[src/rtl/ks_adder_pkg.sv]
// Shared types and helpers for the pipelined Kogge-Stone adder:
// the generate/propagate pair, its prefix operator and the segment count.
package ks_adder_pkg;

  typedef struct packed {
    logic g;
    logic p;
  } pg_t;

  // hi is the more significant group, lo the adjacent lower group.
  function automatic pg_t pg_combine(input pg_t hi, input pg_t lo);
    pg_t r;
    r.g = hi.g | (hi.p & lo.g);
    r.p = hi.p & lo.p;
    return r;
  endfunction

  function automatic int ks_nseg(input int width, input int reg_every);
    return ($clog2(width) + reg_every - 1) / reg_every;
  endfunction

endpackage

[src/rtl/ks_adder_pipe_seg.sv]
// Combinational block of NLVL consecutive Kogge-Stone prefix levels starting at
// level FIRST_LVL. Node 0 is the carry-in position; nodes 1..WIDTH are bits 0..WIDTH-1.
module ks_prefix_seg
  import ks_adder_pkg::*;
#(
  parameter int WIDTH     = 32,
  parameter int FIRST_LVL = 0,
  parameter int NLVL      = 2
) (
  input  pg_t [WIDTH:0] pg_in,
  output pg_t [WIDTH:0] pg_out
);

  pg_t [WIDTH:0] stg [0:NLVL];

  assign stg[0] = pg_in;

  for (genvar gi = 0; gi < NLVL; gi++) begin : g_lvl
    localparam int DIST = 1 << (FIRST_LVL + gi);
    for (genvar gj = 0; gj <= WIDTH; gj++) begin : g_node
      if (gj >= DIST) begin : g_comb
        assign stg[gi+1][gj] = pg_combine(stg[gi][gj], stg[gi][gj-DIST]);
      end else begin : g_pass
        assign stg[gi+1][gj] = stg[gi][gj];
      end
    end
  end

  assign pg_out = stg[NLVL];

endmodule

[src/rtl/ks_adder_pipe.sv]
// Pipelined Kogge-Stone adder/subtractor with valid/ready flow control.
// Define KS_OVERFLOW_EN to add the registered signed-overflow output ovf.
module ks_adder_pipe
  import ks_adder_pkg::*;
#(
  parameter int WIDTH     = 32,
  parameter int REG_EVERY = 2,
  parameter int TAG_W     = 4,
  localparam int LVLS     = $clog2(WIDTH),
  localparam int NSEG     = ks_nseg(WIDTH, REG_EVERY),
  localparam int CNT_W    = $clog2(NSEG + 2)
) (
  input  logic             clk,
  input  logic             rst,
  input  logic             in_valid,
  output logic             in_ready,
  input  logic [WIDTH-1:0] a,
  input  logic [WIDTH-1:0] b,
  input  logic             cin,
  input  logic             op_sub,
  input  logic [TAG_W-1:0] tag_in,
  output logic             out_valid,
  input  logic             out_ready,
  output logic [WIDTH-1:0] sum,
  output logic             cout,
  output logic [TAG_W-1:0] tag_out,
  output logic [CNT_W-1:0] in_flight
`ifdef KS_OVERFLOW_EN
  ,
  output logic             ovf
`endif
);

  logic stall, in_xfer, out_xfer;
  assign stall    = out_valid & ~out_ready;
  assign in_ready = ~stall;
  assign in_xfer  = in_valid & in_ready;
  assign out_xfer = out_valid & out_ready;

  logic [WIDTH-1:0] b_eff, p0;
  logic             c0;
  pg_t  [WIDTH:0]   pg0;

  assign b_eff  = op_sub ? ~b : b;
  assign c0     = op_sub | cin;
  assign p0     = a ^ b_eff;
  assign pg0[0] = pg_t'{g: c0, p: 1'b0};
  for (genvar gi = 0; gi < WIDTH; gi++) begin : g_bit
    assign pg0[gi+1] = pg_t'{g: a[gi] & b_eff[gi], p: p0[gi]};
  end

  pg_t  [WIDTH:0]   seg_in   [0:NSEG-1];
  pg_t  [WIDTH:0]   seg_out  [0:NSEG-1];
  pg_t  [WIDTH:0]   pg_reg   [0:NSEG-1];
  logic [WIDTH-1:0] p_reg    [0:NSEG-1];
  logic [TAG_W-1:0] tag_reg  [0:NSEG-1];
  logic             valid_reg[0:NSEG-1];
  logic [WIDTH-1:0] p_prev   [0:NSEG-1];
  logic [TAG_W-1:0] tag_prev [0:NSEG-1];
  logic             valid_prev[0:NSEG-1];

  for (genvar gi = 0; gi < NSEG; gi++) begin : g_seg
    localparam int FIRST = gi * REG_EVERY;
    localparam int NL    = (LVLS - FIRST < REG_EVERY) ? (LVLS - FIRST) : REG_EVERY;

    if (gi == 0) begin : g_first
      assign seg_in[gi]     = pg0;
      assign p_prev[gi]     = p0;
      assign tag_prev[gi]   = tag_in;
      assign valid_prev[gi] = in_valid;
    end else begin : g_next
      assign seg_in[gi]     = pg_reg[gi-1];
      assign p_prev[gi]     = p_reg[gi-1];
      assign tag_prev[gi]   = tag_reg[gi-1];
      assign valid_prev[gi] = valid_reg[gi-1];
    end

    ks_prefix_seg #(
      .WIDTH    (WIDTH),
      .FIRST_LVL(FIRST),
      .NLVL     (NL)
    ) u_seg (
      .pg_in (seg_in[gi]),
      .pg_out(seg_out[gi])
    );

    always_ff @(posedge clk) begin
      if (rst) begin
        valid_reg[gi] <= 1'b0;
      end else if (!stall) begin
        valid_reg[gi] <= valid_prev[gi];
        pg_reg[gi]    <= seg_out[gi];
        p_reg[gi]     <= p_prev[gi];
        tag_reg[gi]   <= tag_prev[gi];
      end
    end
  end

  // Only the top node can still miss the carry-in position (WIDTH a power of
  // two); nodes already spanning it have p=0, so one extra fold is exact for all.
  pg_t  [WIDTH:0] pg_last;
  logic [WIDTH:0] carry;
  assign pg_last = pg_reg[NSEG-1];
  for (genvar gi = 0; gi <= WIDTH; gi++) begin : g_carry
    assign carry[gi] = pg_last[gi].g | (pg_last[gi].p & pg_last[0].g);
  end

  always_ff @(posedge clk) begin
    if (rst) begin
      out_valid <= 1'b0;
      sum       <= '0;
      cout      <= 1'b0;
      tag_out   <= '0;
`ifdef KS_OVERFLOW_EN
      ovf       <= 1'b0;
`endif
    end else if (!stall) begin
      out_valid <= valid_reg[NSEG-1];
      if (valid_reg[NSEG-1]) begin
        sum     <= p_reg[NSEG-1] ^ carry[WIDTH-1:0];
        cout    <= carry[WIDTH];
        tag_out <= tag_reg[NSEG-1];
`ifdef KS_OVERFLOW_EN
        ovf     <= carry[WIDTH-1] ^ carry[WIDTH];
`endif
      end
    end
  end

  always_ff @(posedge clk) begin
    if (rst) begin
      in_flight <= '0;
    end else if (in_xfer && !out_xfer) begin
      in_flight <= in_flight + CNT_W'(1);
    end else if (out_xfer && !in_xfer) begin
      in_flight <= in_flight - CNT_W'(1);
    end
  end

endmodule

[config.mk]
export PLATFORM = sky130hd
export DESIGN_NAME = ks_adder_pipe
export DESIGN_NICKNAME = d
export VERILOG_FILES = /design/src/rtl/ks_adder_pkg.sv /design/src/rtl/ks_adder_pipe_seg.sv /design/src/rtl/ks_adder_pipe.sv
export SDC_FILE = /design/constraint.sdc
export NUM_CORES = 1
export LEC_CHECK = 0
export CAP_MARGIN = 20
export CORE_AREA = 2 2 156 158
export DETAILED_ROUTE_END_ITERATION = 10
export DIE_AREA = 0 0 158 160
export PLACE_DENSITY = 0.82
export SYNTH_ARGS = -nofsm -noshare
export SYNTH_HDL_FRONTEND = slang
export SYNTH_HIERARCHICAL = 1
export SYNTH_SLANG_ARGS = --single-unit
[constraint.sdc]
create_clock -name clk -period 22.6 [get_ports clk]
set_clock_uncertainty 0.1 [all_clocks]
set_input_delay 4.52 -clock clk [delete_from_list [all_inputs] [get_ports clk]]
set_output_delay 4.52 -clock clk [all_outputs]
set_load 0.02 [all_outputs]
# Word level (Yosys, flattened, before mapping)
# Memory sizes are Yosys's and may differ from the RTL's. A register that Yosys moved wholly into a read port is not among the register bits.
# Cells that the tools add are included.
dict set report word_totals {
  output_inout_bits 42
  register_bits 37
  in_bits 74
  memories 4
  ram_bits 309
}
# memory words word_bits read_ports rd_clocked_by_memory_dff wr line_no
set mem_list {}
lappend mem_list {pg_reg 3 66 3 0 3 ks_adder_pipe.sv:54} ;# pg_t [WIDTH:0] pg_reg [0:NSEG-1];
lappend mem_list {p_reg 3 32 3 0 3 ks_adder_pipe.sv:55} ;# logic [WIDTH-1:0] p_reg [0:NSEG-1];
lappend mem_list {tag_reg 3 4 3 1 3 ks_adder_pipe.sv:56} ;# logic [TAG_W-1:0] tag_reg [0:NSEG-1];
lappend mem_list {valid_reg 3 1 3 0 3 ks_adder_pipe.sv:57} ;# logic valid_reg[0:NSEG-1];
dict set report op_classes {
  n_reduce_logical 6
  muxes 11
  n_bitwise 509
  add_sub_neg 2
}
# op count
set op_table {}
lappend op_table {{$and 1x1->1} 333}
lappend op_table {{$or 1x1->1} 171}
lappend op_table {{$xor 32x32->32} 2}
lappend op_table {{$mux 32} 1}
lappend op_table {{$not 32->32} 1}
lappend op_table {{$mux 1} 8}
lappend op_table {{$mux 3} 2}
lappend op_table {{$add 3x1->3 const B} 1}
lappend op_table {{$sub 3x1->3 const B} 1}
lappend op_table {{$logic_and 1x1->1} 2}
lappend op_table {{$logic_not 1->1} 2}
lappend op_table {{$not 1->1} 2}
lappend op_table {{$reduce_and 2->1} 1}
lappend op_table {{$reduce_bool 2->1} 1}

# Longest topological paths before layout
dict set report logic_depth {
  word_depth 8
  depth_mapped 6
  ltp_nobuf 6
}

# Hierarchy
# The synthesis kept the hierarchy.
# module instances area_per_inst_um2 seq_area_each_um2 cells_each
set by_module_without_submodules {}
lappend by_module_without_submodules {ks_adder_pipe 1 11877.6 10069.7 571}
lappend by_module_without_submodules {{ks_prefix_seg (g_seg[1].u_seg)} 1 605.6 0.0 124}
lappend by_module_without_submodules {{ks_prefix_seg (g_seg[0].u_seg)} 1 585.6 0.0 130}
lappend by_module_without_submodules {{ks_prefix_seg (g_seg[2].u_seg)} 1 476.7 0.0 66}

# Worst setup path after synthesis
# Ideal clock, no wire load.
dict set report synth_timing {
  path_type {input -> register}
  from {input out_ready}
  to {memory valid_reg[0], data pin}
  setup_slack_ns 3.970
  stages 3
  t_arrival_ns 18.301
  required_ns 22.271
  cell_sequence {and2b_4 -> nor2_1 -> and2_1}
}
# item line_no
set synth_rtl {}
lappend synth_rtl {{start: declaration} ks_adder_pipe.sv:23} ;# input logic out_ready,
lappend synth_rtl {{end: declaration} ks_adder_pipe.sv:57}

# Worst setup path after layout
dict set report layout_timing {
  from {input out_ready}
  to {output in_ready}
}
dict set report layout_via {
  elab_chain_cells 3
}
# item line_no
set layout_rtl {}
lappend layout_rtl {{$not 1->1} ks_adder_pipe.sv:35} ;# assign stall = out_valid & ~out_ready;
lappend layout_rtl {{$and 1x1->1} ks_adder_pipe.sv:35}
lappend layout_rtl {{$not 1->1 (no source line)} n/a}
lappend layout_rtl {{end: declaration} ks_adder_pipe.sv:16} ;# output logic in_ready,
# No other way between the ends.

==> results.cfg <==
[timing]
setup_viol = 0
fin_ws_ns = 11.93
rsz0062_at_grt = no
worstMarginPinSlew_ns = 1.12
report.final.slew_viol_count = 0
min_period_over_period_pct = 47.2
hold_viol = 0
setup_tns_ns = 0
fmax_mhz = 93.7
maxSlewHeadroom_pct = 25.5
whs_ns = 0.316
min_period_ns = 10.67

[cts]
cts_root_buf = clkbuf_16
cts_buffers = 34
cts_tree = built
hold_buffers = 0
clk_latency_ns = 0.52
h-tree-depth = 2
cts_setup_buffers = 0
cts_sinks = 349
ctsResizeCount = 0
clockBufferDepth = 3
clk_pin_slew_ns = 0.06

[critical_path]
crit_fanout = 11
critPathKind = input pin to output port
worstSetupEndpointType = output port
cp_data_arrival_time_ns = 6.05
crit_top_cell = clkdlybuf4s50_1
slowest_stage = clkdlybuf4s50_1
cp.required_ns = 17.98
cp-start-kind = input pin
max_stage_delay_ns = 0.64
path_cells = clkdlybuf4s50_1 -> and2b_4 -> inv_2 -> clkdlybuf4s50_1

[finish]
final_util_pct = 66.6
final_cell_mix = edfxtp_1 (308), clkdlybuf4s50_1 (114), a21oi_1 (101)
largest_register_ffs = 197
area_delta_synth_final_pct = 17.1
nNetsFinal = 1097
num_antenna_cells = 0
instances_no_fill = 1339
final_common_cell = edfxtp_1
drive_above_1_share_pct = 7.00

[floorplanning]
start_util_pct = 56.8
die_h_um = 160
num_io_pins = 116
rows = 57
die_area_um2 = 25300
core_um2 = 23800
die_x_um = 158

[grt]
antenna_found_initial = 0
grt_max_degree = 216
first_global_vias = 7080
busiest_layer = met2
globalRouteOverflowTotal = 0
gr-usage-met2_pct = 32.2
grtUsageTotal_pct = 20.7
grtUsageMet3_pct = 3.72
use_met1_pct = 28.5
grt_pass1_wl_um = 39000

[placement]
dp.cells = 1277
dp_hpwl_um = 17500
port_buffers = 115
place_congestion = 0.865
pre_cts_ws_ns = 11.94

[pwr]
intPower_uw = 1140
sw_frac_of_total_pct = 22.4
seq_power_share_pct = 54.2
ir_drop_mv = 0.0460
clockPowerShare_pct = 36.9
p_sw_uw = 330
p_comb_share_pct = 8.9
power.density_nw_per_um2 = 92.8
leakage_uw = 0.00567

[run_status]
outcome = completed

[synth]
netlist_area_um2 = 13500
avgSynthCellArea_um2 = 15.2
postSynthCellCount = 890
ys_warn_count = 6

[route]
drc = 0
wl_um = 25600
vias_per_cell = 5.50
final_antenna_net_count = 0
dr.first_iter.drc_count = 793
routedWlPerCell_um = 19.1
vias = 7370
drtPass1Iterations = 5

[min_path]
min_path_type = register to register

[run]
cap_violations = 0
-- area by class of cell --
cell class | instances | area [um^2]
clock buffer | 47 | 993
clock inverter | 14 | 96.3
fill | 1633 | 7970
inverter | 8 | 30.0
multi-input combinational | 477 | 3040
sequential | 349 | 10100
tap | 324 | 405
timing repair buffer | 120 | 1220
-- final timing paths --
check / start / endpoint / slack [ns] / cells past startpoint
setup reg to reg: out_valid$_SDFFE_PP0N_ / p_reg[0][2]$_DFFE_PP_ / 19.62 / 5
hold reg to reg: p_reg[0][60]$_DFFE_PP_ / p_reg[0][92]$_DFFE_PP_ / 0.32 / 0
setup / recovery: out_ready / in_ready / 11.93 / 4
hold / removal: p_reg[0][60]$_DFFE_PP_ / p_reg[0][92]$_DFFE_PP_ / 0.32 / 0
-- per-layer routing --
layer,vias to the layer above,routed length (um)
met1,3506,10500
met5,-,0
met4,0,1120
met2,357,12100
met3,54,1930
li1,3453,-
-- stage by stage --
step	cell area, um^2	power, uW
6_report	15900	1470
3_5_place_dp	14700	937
3_3_place_gp	14700	930
4_1_cts	15800	1480
5_1_grt	15900	1520
2_1_floorplan	13500	897
-- worst max-delay path: cells and delay by family --
family                 cells  cell delay (ns)
buffers and inverters      3             1.30
AND/OR/NAND/NOR            1             0.23
-- power groups by stage --
stage	registers (uW)	logic (uW)	clock network (uW)
2_1_floorplan	814	82.4	0
3_3_place_gp	806	124	0
3_5_place_dp	809	128	0
4_1_cts	797	130	552
5_1_grt	801	144	579
6_report	797	131	543
(Power assumes the default switching activity.)
